<file path="src/rtl/uart_pkg.sv">
// Shared UART definitions: FSM state encoding and 8N1 frame constants.
// Used by both the receiver and the transmitter side of the link.
package uart_pkg;

    // FSM state encoding, 3 bits wide.
    typedef logic [2:0] uart_state_t;

    localparam uart_state_t ST_IDLE  = 3'd0;
    localparam uart_state_t ST_START = 3'd1;
    localparam uart_state_t ST_DATA  = 3'd2;
    localparam uart_state_t ST_STOP  = 3'd3;
    localparam uart_state_t ST_BRK   = 3'd4;

    // 8N1 frame constants.
    localparam int   UART_DATA_BITS  = 8;
    localparam int   UART_OVERSAMPLE = 16;
    localparam logic UART_IDLE_LEVEL = 1'b1;

    // Busy means anything other than waiting for a start edge.
    function automatic logic uart_is_busy(input uart_state_t s);
        return (s != ST_IDLE);
    endfunction

endpackage

</file>
<file path="src/rtl/uart_rx_sync.sv">
// Two-flop synchroniser for asynchronous inputs.
// Both stages reset to RESET_VAL so an idle-high line does not look like a
// falling edge right after reset.
module uart_rx_sync #(
    parameter int   WIDTH     = 1,
    parameter logic RESET_VAL = 1'b1
) (
    input  logic             clk,
    input  logic             rst,
    input  logic [WIDTH-1:0] async_in,
    output logic [WIDTH-1:0] sync_out
);

    logic [WIDTH-1:0] meta_q, meta_d;
    logic [WIDTH-1:0] sync_q, sync_d;

    // Next values: first stage captures the raw input, second stage the first.
    always_comb begin
        meta_d = async_in;
        sync_d = meta_q;
    end

    // Synchroniser stages with asynchronous reset to the idle level.
    always_ff @(posedge clk or posedge rst) begin
        if (rst) begin
            meta_q <= {WIDTH{RESET_VAL}};
            sync_q <= {WIDTH{RESET_VAL}};
        end else begin
            meta_q <= meta_d;
            sync_q <= sync_d;
        end
    end

    assign sync_out = sync_q;

endmodule

</file>
<file path="src/rtl/uart_receiver_enable.sv">
// UART receiver, 8N1, LSB first, idle-high line, OVERSAMPLE x baud clock.
// Delivers each good byte on DATA with a one-cycle Valid strobe, flags a
// stop bit sampled low with a one-cycle Frame_Err strobe, and reports frame
// activity on Status_R. En is active-low (1 disables and forces IDLE).
//
// Handshake: there is no back-pressure. Valid is a single-cycle strobe that
// coincides with DATA taking the new byte; the host must capture DATA on that
// cycle or later (DATA holds until the next good frame). Frame_Err is a
// single-cycle strobe and is never high together with Valid.
module uart_receiver_enable
    import uart_pkg::*;
#(
    parameter int OVERSAMPLE = UART_OVERSAMPLE,
    parameter int DATA_BITS  = UART_DATA_BITS
) (
    input  logic                 Div_CLK,
    input  logic                 RST,
    input  logic                 En,
    input  logic                 RX,
    output logic [DATA_BITS-1:0] DATA,
    output logic                 Valid,
    output logic                 Frame_Err,
    output logic                 Status_R,
    output logic [2:0]           dbg_state
);

    localparam int TICK_W = $clog2(OVERSAMPLE);
    localparam int BIT_W  = $clog2(DATA_BITS);

    // Last tick of a full bit period.
    localparam logic [TICK_W-1:0] TICK_LAST = TICK_W'(OVERSAMPLE - 1);
    // The edge that detected the start bit already counts as the first
    // start-bit cycle, so the mid-start decision is taken when the counter
    // reaches OVERSAMPLE/2-1 after that edge, i.e. one count earlier than
    // a plain compare would give. Every later sample then lands at
    // t0 + OVERSAMPLE/2 + k*OVERSAMPLE - 1.
    localparam logic [TICK_W-1:0] TICK_MID  = TICK_W'(OVERSAMPLE / 2 - 2);
    localparam logic [BIT_W-1:0]  BIT_LAST  = BIT_W'(DATA_BITS - 1);

    // Synchronised serial input.
    logic rx_s;

    uart_rx_sync #(
        .WIDTH     (1),
        .RESET_VAL (UART_IDLE_LEVEL)
    ) u_rx_sync (
        .clk      (Div_CLK),
        .rst      (RST),
        .async_in (RX),
        .sync_out (rx_s)
    );

    uart_state_t            state_q, state_d;
    logic [TICK_W-1:0]      tick_q, tick_d;
    logic [BIT_W-1:0]       bit_idx_q, bit_idx_d;
    logic [DATA_BITS-1:0]   shift_q, shift_d;
    logic [DATA_BITS-1:0]   data_q, data_d;
    logic                   valid_q, valid_d;
    logic                   frame_err_q, frame_err_d;
    logic                   status_q, status_d;

    // Stop-bit sampling edge, shared by the next-state and output logic.
    logic stop_sample;

    // State register: FSM, counters, shift register and registered outputs.
    always_ff @(posedge Div_CLK or posedge RST) begin
        if (RST) begin
            state_q     <= ST_IDLE;
            tick_q      <= '0;
            bit_idx_q   <= '0;
            shift_q     <= '0;
            data_q      <= '0;
            valid_q     <= 1'b0;
            frame_err_q <= 1'b0;
            status_q    <= 1'b0;
        end else begin
            state_q     <= state_d;
            tick_q      <= tick_d;
            bit_idx_q   <= bit_idx_d;
            shift_q     <= shift_d;
            data_q      <= data_d;
            valid_q     <= valid_d;
            frame_err_q <= frame_err_d;
            status_q    <= status_d;
        end
    end

    // Next-state logic: frame sequencing, tick/bit counting and data shifting.
    always_comb begin
        state_d   = state_q;
        tick_d    = tick_q;
        bit_idx_d = bit_idx_q;
        shift_d   = shift_q;

        if (En) begin
            // Disabled: drop whatever frame is in progress.
            state_d   = ST_IDLE;
            tick_d    = '0;
            bit_idx_d = '0;
        end else begin
            case (state_q)
                ST_IDLE: begin
                    tick_d    = '0;
                    bit_idx_d = '0;
                    if (!rx_s) begin
                        state_d = ST_START;
                    end
                end

                ST_START: begin
                    if (tick_q == TICK_MID) begin
                        tick_d    = '0;
                        bit_idx_d = '0;
                        // A line back high at mid-start is a glitch.
                        state_d   = rx_s ? ST_IDLE : ST_DATA;
                    end else begin
                        tick_d = tick_q + 1'b1;
                    end
                end

                ST_DATA: begin
                    if (tick_q == TICK_LAST) begin
                        tick_d  = '0;
                        // LSB arrives first, so shift in from the top.
                        shift_d = {rx_s, shift_q[DATA_BITS-1:1]};
                        if (bit_idx_q == BIT_LAST) begin
                            bit_idx_d = '0;
                            state_d   = ST_STOP;
                        end else begin
                            bit_idx_d = bit_idx_q + 1'b1;
                        end
                    end else begin
                        tick_d = tick_q + 1'b1;
                    end
                end

                ST_STOP: begin
                    if (tick_q == TICK_LAST) begin
                        tick_d = '0;
                        // Leaving mid-stop-bit lets a zero-gap next start
                        // edge be caught.
                        state_d = rx_s ? ST_IDLE : ST_BRK;
                    end else begin
                        tick_d = tick_q + 1'b1;
                    end
                end

                ST_BRK: begin
                    tick_d = '0;
                    // A held-low line must return high before a new frame.
                    if (rx_s) begin
                        state_d = ST_IDLE;
                    end
                end

                default: begin
                    state_d   = ST_IDLE;
                    tick_d    = '0;
                    bit_idx_d = '0;
                end
            endcase
        end
    end

    assign stop_sample = !En && (state_q == ST_STOP) && (tick_q == TICK_LAST);

    // Output logic: strobes on the stop-bit sample, DATA only from a full frame.
    always_comb begin
        data_d      = data_q;
        valid_d     = 1'b0;
        frame_err_d = 1'b0;
        status_d    = uart_is_busy(state_d);

        if (stop_sample) begin
            if (rx_s) begin
                valid_d = 1'b1;
                data_d  = shift_q;
            end else begin
                frame_err_d = 1'b1;
            end
        end
    end

    assign DATA      = data_q;
    assign Valid     = valid_q;
    assign Frame_Err = frame_err_q;
    assign Status_R  = status_q;
    assign dbg_state = state_q;

endmodule

</file>
<file path="config.mk">
export PLATFORM = sky130hd
export DESIGN_NAME = uart_receiver_enable
export DESIGN_NICKNAME = d
export VERILOG_FILES = /design/src/rtl/uart_pkg.sv /design/src/rtl/uart_rx_sync.sv /design/src/rtl/uart_receiver_enable.sv
export SDC_FILE = /design/constraint.sdc
export NUM_CORES = 1
export LEC_CHECK = 0
export ABC_AREA = 1
export CORE_UTILIZATION = 54
export DETAILED_ROUTE_END_ITERATION = 8
export MAX_ROUTING_LAYER = met4
export PLACE_DENSITY = 0.78
export SKIP_CTS_REPAIR_TIMING = 1
export SLEW_MARGIN = 20
export SYNTH_ARGS = -nofsm -noshare
export SYNTH_HDL_FRONTEND = slang
export SYNTH_SLANG_ARGS = --single-unit
</file>
<file path="constraint.sdc">
create_clock -name Div_CLK -period 2.05 [get_ports Div_CLK]
set_clock_uncertainty 0.2 [all_clocks]
set_input_delay 0.41 -clock Div_CLK [delete_from_list [all_inputs] [get_ports Div_CLK]]
set_output_delay 0.41 -clock Div_CLK [all_outputs]
set_load 0.02 [all_outputs]
</file>
==> metrics, run 1 <==
status complete, no violations; vias in the first global route between 800 and 900; CP delay by family, top buffers and inverters; Pwr per Cell Area between 500 and 600 mW/mm²; Layout fillers around 220; Slew Limit Fails 0; Place WS approximately 90 ps; Via Count approximately 1k; Syn Area/Cell approximately 9.5 µm²; last element of the critical path dbg_state[2]; Power Internal 795.7 µW; Die Width around 54 µm; DRC Markers 0; Worst Min Path Start u_rx_sync.meta_q; Root Buffer clkbuf_4; reg2reg start tick_q[0]; Reg power frac between 60% and 70%; Clock Power Share 33.8%; Antenna Nets Post-Route 0; CP Class flip-flop to primary output; Sw Share 22.30%; fin nets ~190; Yosys top cell by area dfrtp_1; LEAKAGE 0.0009824 µW; Top Ports 18; CP startpoint kind flip-flop; Synth top cells by count nand2_1 (41), dfrtp_1 (29), inv_1 (19); Hold Path Class flip-flop to flip-flop; TritonCTS clock tree done; Yosys cell types 25; most frequent cell after synthesis nand2_1; Worst-Margin Slew around 370 ps; Core Util, Final ~70%; Clock Tree Buf Depth 2; PortBufs 17; CP endpoint kind primary output; Async SR Flop Fraction 100.0%; Die Area roughly 0.0029 mm²; antenna cells 0; M3 GR Usage 8.475%; max_cap viols 0; htree depth 2; WL final about 2.3 mm; RR Endpoint DATA[6]; crit-path cells clkdlybuf4s50_1; path length in cells of the critical path 1; combinational share of power ~5.2%; Buf/Inv on CP 1; Max Fanout on Critical Path 7; vias per cell between 4 and 5; Syn Nets ~160; min cycle time layout 1996 ps; CP max stage cell clkdlybuf4s50_1; Slew Limit Headroom about 75%; fraction of layout cells with a size suffix above 1 19.10%; met2 usage between 20% and 30%; synthesis-to-finish area growth 17.98%; Mapped Cells 154; CP peak stage delay about 630 ps; Post-Syn Area approximately 0.0015 mm²; EDFF count, synth 0; Synth top area share 49.66%; Die Y roughly 54 µm; initial drt markers 26; synth warn 0; peak supply drop 0.4788 mV; RSZ-0062 raised after global routing false; initial antenna violation count 0; DP Wirelength between 1.5 and 2 mm; gr ovfl total 0; Worst Setup SP dbg_state[2]; gr busiest metal met1; Final Setup Violations 0; Data required, critical path 1440 ps; CTS Buf Count 5; initial core utilization approximately 58%; first drt pass iteration count 4; worst skew pair latency between 300 and 400 ps; Clock transition at path regs approximately 80 ps; Highest Clock Rate 501.1 MHz; setup slack, reg-to-reg between 200 and 300 ps; Worst Reg-to-Reg Cells 8; net switching power approximately 230 µW; total design power 1024 µW; synth top area cells dfrtp_1 (50%), nand2_1 (11%), inv_1 (4.9%), o21ai_2 (4.2%), dfstp_2 (3.6%); final worst slack about 54 ps; Std-Cell Rows 18; first-pass GRT wire length 3.829 mm; final hold vios 0; CP Data Arrival Time around 1400 ps; post-synthesis sequential area ratio 53.25%; crit share post-route a little over nine tenths; clock sink count 31; largest net degree at the start of global routing 32; routing usage on met1 27.11%; Routed WL per cell ~11 µm; Primary FF master, synth dfrtp_1; Global Route Usage Sum about a fifth; core box area 0.002522 mm²; synthesis-stage register bit count 31; GPL Wtd Cong between 0.8 and 0.9
metrics by stage:
step	area [µm²]	setup TNS (ps)	hold WS (ps)	instances
floorplan	1461	0	145.2	154
finish	1724	0	159.8	208
CTS	1718	-59.05	163.1	208
global placement	1662	0	147.0	201
detailed placement	1662	0	150.9	201
global route	1724	0	167.2	208
how the worst min path moves through the flow:
| stage | end | slack, ps | cells after the start |
|---|---|---|---|
| 4_1_cts | u_rx_sync.sync_out | 160 | 0 |
| 2_1_floorplan | u_rx_sync.sync_out | 150 | 0 |
| 5_1_grt | u_rx_sync.sync_out | 170 | 0 |
| 6_report | u_rx_sync.sync_out | 160 | 0 |
| 3_3_place_gp | u_rx_sync.sync_out | 150 | 0 |
| 3_5_place_dp | u_rx_sync.sync_out | 150 | 0 |
per-layer routing:
| metal | wire length [µm] | up-vias | part of all wire, % |
|---|---|---|---|
| met5 | 0 | - | 0 |
| met4 | 31 | 0 | 1.4 |
| met3 | 105 | 6 | 4.6 |
| met2 | 1014 | 21 | 44 |
| met1 | 1138 | 466 | 50 |
| li1 | - | 535 | - |
kinds of logic after synthesis:
| kind of cell | count (synthesis) | share of synthesized area (%) |
|---|---|---|
| and+or+nand+nor | 75 | 26.63 |
| DFF | 31 | 53.25 |
| buffers and inverters | 24 | 7.192 |
| AOI/OAI and AO/OA | 18 | 8.305 |
| adders and majority gates | 4 | 3.425 |
| xor gates and xnor gates | 2 | 1.199 |
state kept, by name, indices dropped and copies added (netlist names):
register	count
tick_q	4
DATA	8
shift_q	8
Valid	1
dbg_state	3
bit_idx_q	3
u_rx_sync.meta_q	1
Frame_Err	1
Status_R	1
u_rx_sync.sync_out	1
area by class of cell:
type / instances / area [µm²] / share of cell area [%]
clock buffers: 6 / 51.30 / 2.975
clock inverters: 1 / 5.005 / 0.2903
inverters: 22 / 82.58 / 4.790
multi-input cells: 99 / 578.1 / 33.53
flip-flops and latches: 31 / 779.5 / 45.21
well taps: 30 / 37.54 / 2.177
repair buffers: 19 / 190.2 / 11.03
cells in the final DEF (no fill, tap or decap), types with 2 or more instances in the layout:
cell type        instances
o21ai_2                  7
nor2_1                   9
nand3_1                  9
dfrtp_1                 28
inv_2                    3
nor3_1                   3
dlymetal6s2s_1           2
dfstp_2                  2
inv_1                   19
nand3_4                  2
buf_4                    2
clkdlybuf4s50_1         15
clkbuf_4                 5
nand2_2                  4
o21ai_0                  9
ha_1                     4
nand2_1                 41
power groups by stage:
stage	Clock [µW]	Combinational [µW]	Sequential, µW
floorplan	0	27.1	640
global placement	0	53.4	637
detailed placement	0	54.3	637
CTS	358	54.5	625
global route	385	61.0	626
finish	346	53.0	625
No activity file was read; power rests on OpenSTA's default activity.
==> run 2, diff against run 1 <==
--- a/config.mk
+++ b/config.mk
@@ -8,2 +8,3 @@
 export ABC_AREA = 1
+export CORE_MARGIN = 5
 export CORE_UTILIZATION = 54
==> constraint.sdc (replaced) <==
create_clock -name Div_CLK -period 2.05 [get_ports Div_CLK]
set_clock_uncertainty 0.2 [all_clocks]
set_input_delay 0.3075 -clock Div_CLK [delete_from_list [all_inputs] [get_ports Div_CLK]]
set_output_delay 0.3075 -clock Div_CLK [all_outputs]
set_load 0.02 [all_outputs]
==> run 2 against run 1 <==
Effect of this change:
- total power rose by 8.9%
- fmax rose by 1.0%
- final area rose by 0.15%
- hold slack got worse by 9.0 ps
- first-iteration DRC count rose by 88%
- critical path depth did not move
- setup slack improved by 20 ps
- die area rose by 32%
- largest power group unchanged
- clock power rose by 27%
==> metrics, run 2 (synthesis gave the netlist of run 1 again) <==
status complete, no violations (unchanged); initial antenna violation count 0 (unchanged); first-pass GRT wire length 4.429 mm (was 3.829 mm); core box area 0.002522 mm² (unchanged); Final Setup Violations 0 (unchanged); GPL Wtd Cong 0.8687 (was 0.8333); Area after DPL 0.001654 mm² (was 0.001662 mm²); CTS Buf Count 5 (unchanged); clock sink count 31 (unchanged); RSZ-0062 raised after global routing false (unchanged); peak supply drop 0.6416 mV (was 0.4788 mV); Sw Share 20.42% (was 22.30%); fin nets 185 (was 186); min cycle time layout 1976 ps (was 1996 ps); Slew Limit Headroom 75.29% (was 75.47%); Die Width 62.02 µm (was 54.02 µm); Clock Power Share 39.3% (was 33.8%); met3 WL 114 µm (was 105 µm); Reg power frac 56.0% (was 61.0%); most common cell after layout, fill and taps aside nand2_1 (unchanged); Antenna Nets Post-Route 0 (unchanged); Data required, critical path 1540 ps (was 1440 ps); WL final 2.484 mm (was 2.289 mm); Root Buffer clkbuf_4 (unchanged); Max Fanout on Critical Path 7 (unchanged); Hold Path Class input port to asynchronous set/reset pin (was flip-flop to flip-flop); Top Ports 18 (unchanged); DP Wirelength 1.889 mm (was 1.689 mm); CP max stage cell clkdlybuf4s50_1 (unchanged); LEAKAGE 0.0009495 µW (was 0.0009824 µW); vias in the first global route 1022 (was 878); Slew Limit Fails 0 (unchanged); Die Y 62.02 µm (was 54.02 µm); first drt pass iteration count 4 (unchanged); CP delay by family, top buffers and inverters (unchanged); CP peak stage delay 660 ps (was 630 ps); Routed WL per cell 12.00 µm (was 11.00 µm); placed cells 200 (was 201); crit share post-route 96.38% (was 97.35%); Finished Layout Cells 207 (was 208); synthesis-to-finish area growth 18.15% (was 17.98%); Final Cell Area 0.001727 mm² (was 0.001724 mm²); worst skew pair latency 330 ps (was 320 ps); initial core utilization 57.94% (unchanged); Global Route Usage Sum 16.80% (was 19.87%); DR top layer met4 (unchanged); Buf/Inv on CP 1 (unchanged); Pwr per Cell Area 645.8 mW/mm² (was 594.0 mW/mm²); Core Util, Final 68.45% (was 68.35%); Std-Cell Rows 18 (unchanged); Highest Clock Rate 506.1 MHz (was 501.1 MHz); CP startpoint kind flip-flop (unchanged); Via Count 1024 (was 1028); gr ovfl total 0 (unchanged); vias per cell 4.947 (was 4.942); crit-path cells clkdlybuf4s50_1 (unchanged); fraction of layout cells with a size suffix above 1 18.08% (was 19.10%); antenna cells 0 (unchanged); worst hold slack 150.8 ps (was 159.8 ps); CP Class flip-flop to primary output (unchanged); max_cap viols 0 (unchanged); CP endpoint kind primary output (unchanged); DRC Markers 0 (unchanged); final hold vios 0 (unchanged); largest net degree at the start of global routing 32 (unchanged); Clock Tree Buf Depth 2 (unchanged); Clock transition at path regs 90 ps (was 80 ps); combinational share of power 4.7% (was 5.2%); TritonCTS clock tree done (unchanged); Die Area 0.003846 mm² (was 0.002918 mm²); initial drt markers 49 (was 26); CP Data Arrival Time 1470 ps (was 1390 ps); Power Internal 887.4 µW (was 795.7 µW); most frequent cells in the layout nand2_1 (41), dfrtp_1 (28), inv_1 (19) (unchanged); met1 wire length 1.152 mm (was 1.138 mm); PortBufs 17 (unchanged); net switching power 227.7 µW (was 228.4 µW); setup TNS 0 ps (unchanged); htree depth 2 (unchanged); met2 routed WL 1.169 mm (was 1.014 mm); Worst-Margin Slew 370.6 ps (was 367.9 ps)
[run 2: changes by cell type in the layout (fill, tap and decap cells not counted)]
cell | previous run | this run
buf_4 | 2 | 1
clkinv_2 | 1 | 0
dlymetal6s2s_1 | 2 | 0
clkbuf_1 | 0 | 1
clkbuf_8 | 1 | 0
clkdlybuf4s50_1 | 15 | 17
bufinv_16 | 0 | 1
[run 2: final cells by class]
class / instances / area, µm²
clock buffers: 6 / 41.29
clock inverters: 1 / 30.03
fillers: 201 / 795.8
multi-input cells: 99 / 578.1
inverters: 22 / 82.58
well taps: 30 / 37.54
repair buffers: 18 / 177.7
flip-flops and latches: 31 / 779.5
[run 2: worst paths after layout]
kind                                       to  slack [ps]  cells after the start              from
max                              dbg_state[2]          70                      1      dbg_state[2]
max in group asynchronous  u_rx_sync.sync_out        1180                      3               RST
min reg2reg                u_rx_sync.sync_out         160                      0  u_rx_sync.meta_q
min                                   DATA[1]         150                      3               RST
min in group Div_CLK       u_rx_sync.sync_out         160                      0  u_rx_sync.meta_q
max reg2reg                           DATA[4]         330                      8         tick_q[0]
[run 2: through the flow]
step	setup slack, ps	total power, µW
after floorplan	449.3	666.9
after global placement	183.8	689.8
after detailed placement	117.5	689.8
after CTS	40.22	1136
after global routing	15.62	1175
final	74.19	1115
[run 2: metal layers]
layer / track usage, % / vias to the layer above
li1: - / 526
met1: 20.92 / 473
met2: 24.85 / 19
met3: 6.198 / 6
met4: 6.364 / 0
met5: - / -
[run 2: power by group through the flow]
stage	logic [µW]	clock network, µW	registers [µW]
global placement	52.7	0	637
finish	51.9	438	625
floorplan	27.1	0	640
detailed placement	52.9	0	637
global route	59.9	490	626
CTS	53.2	458	625
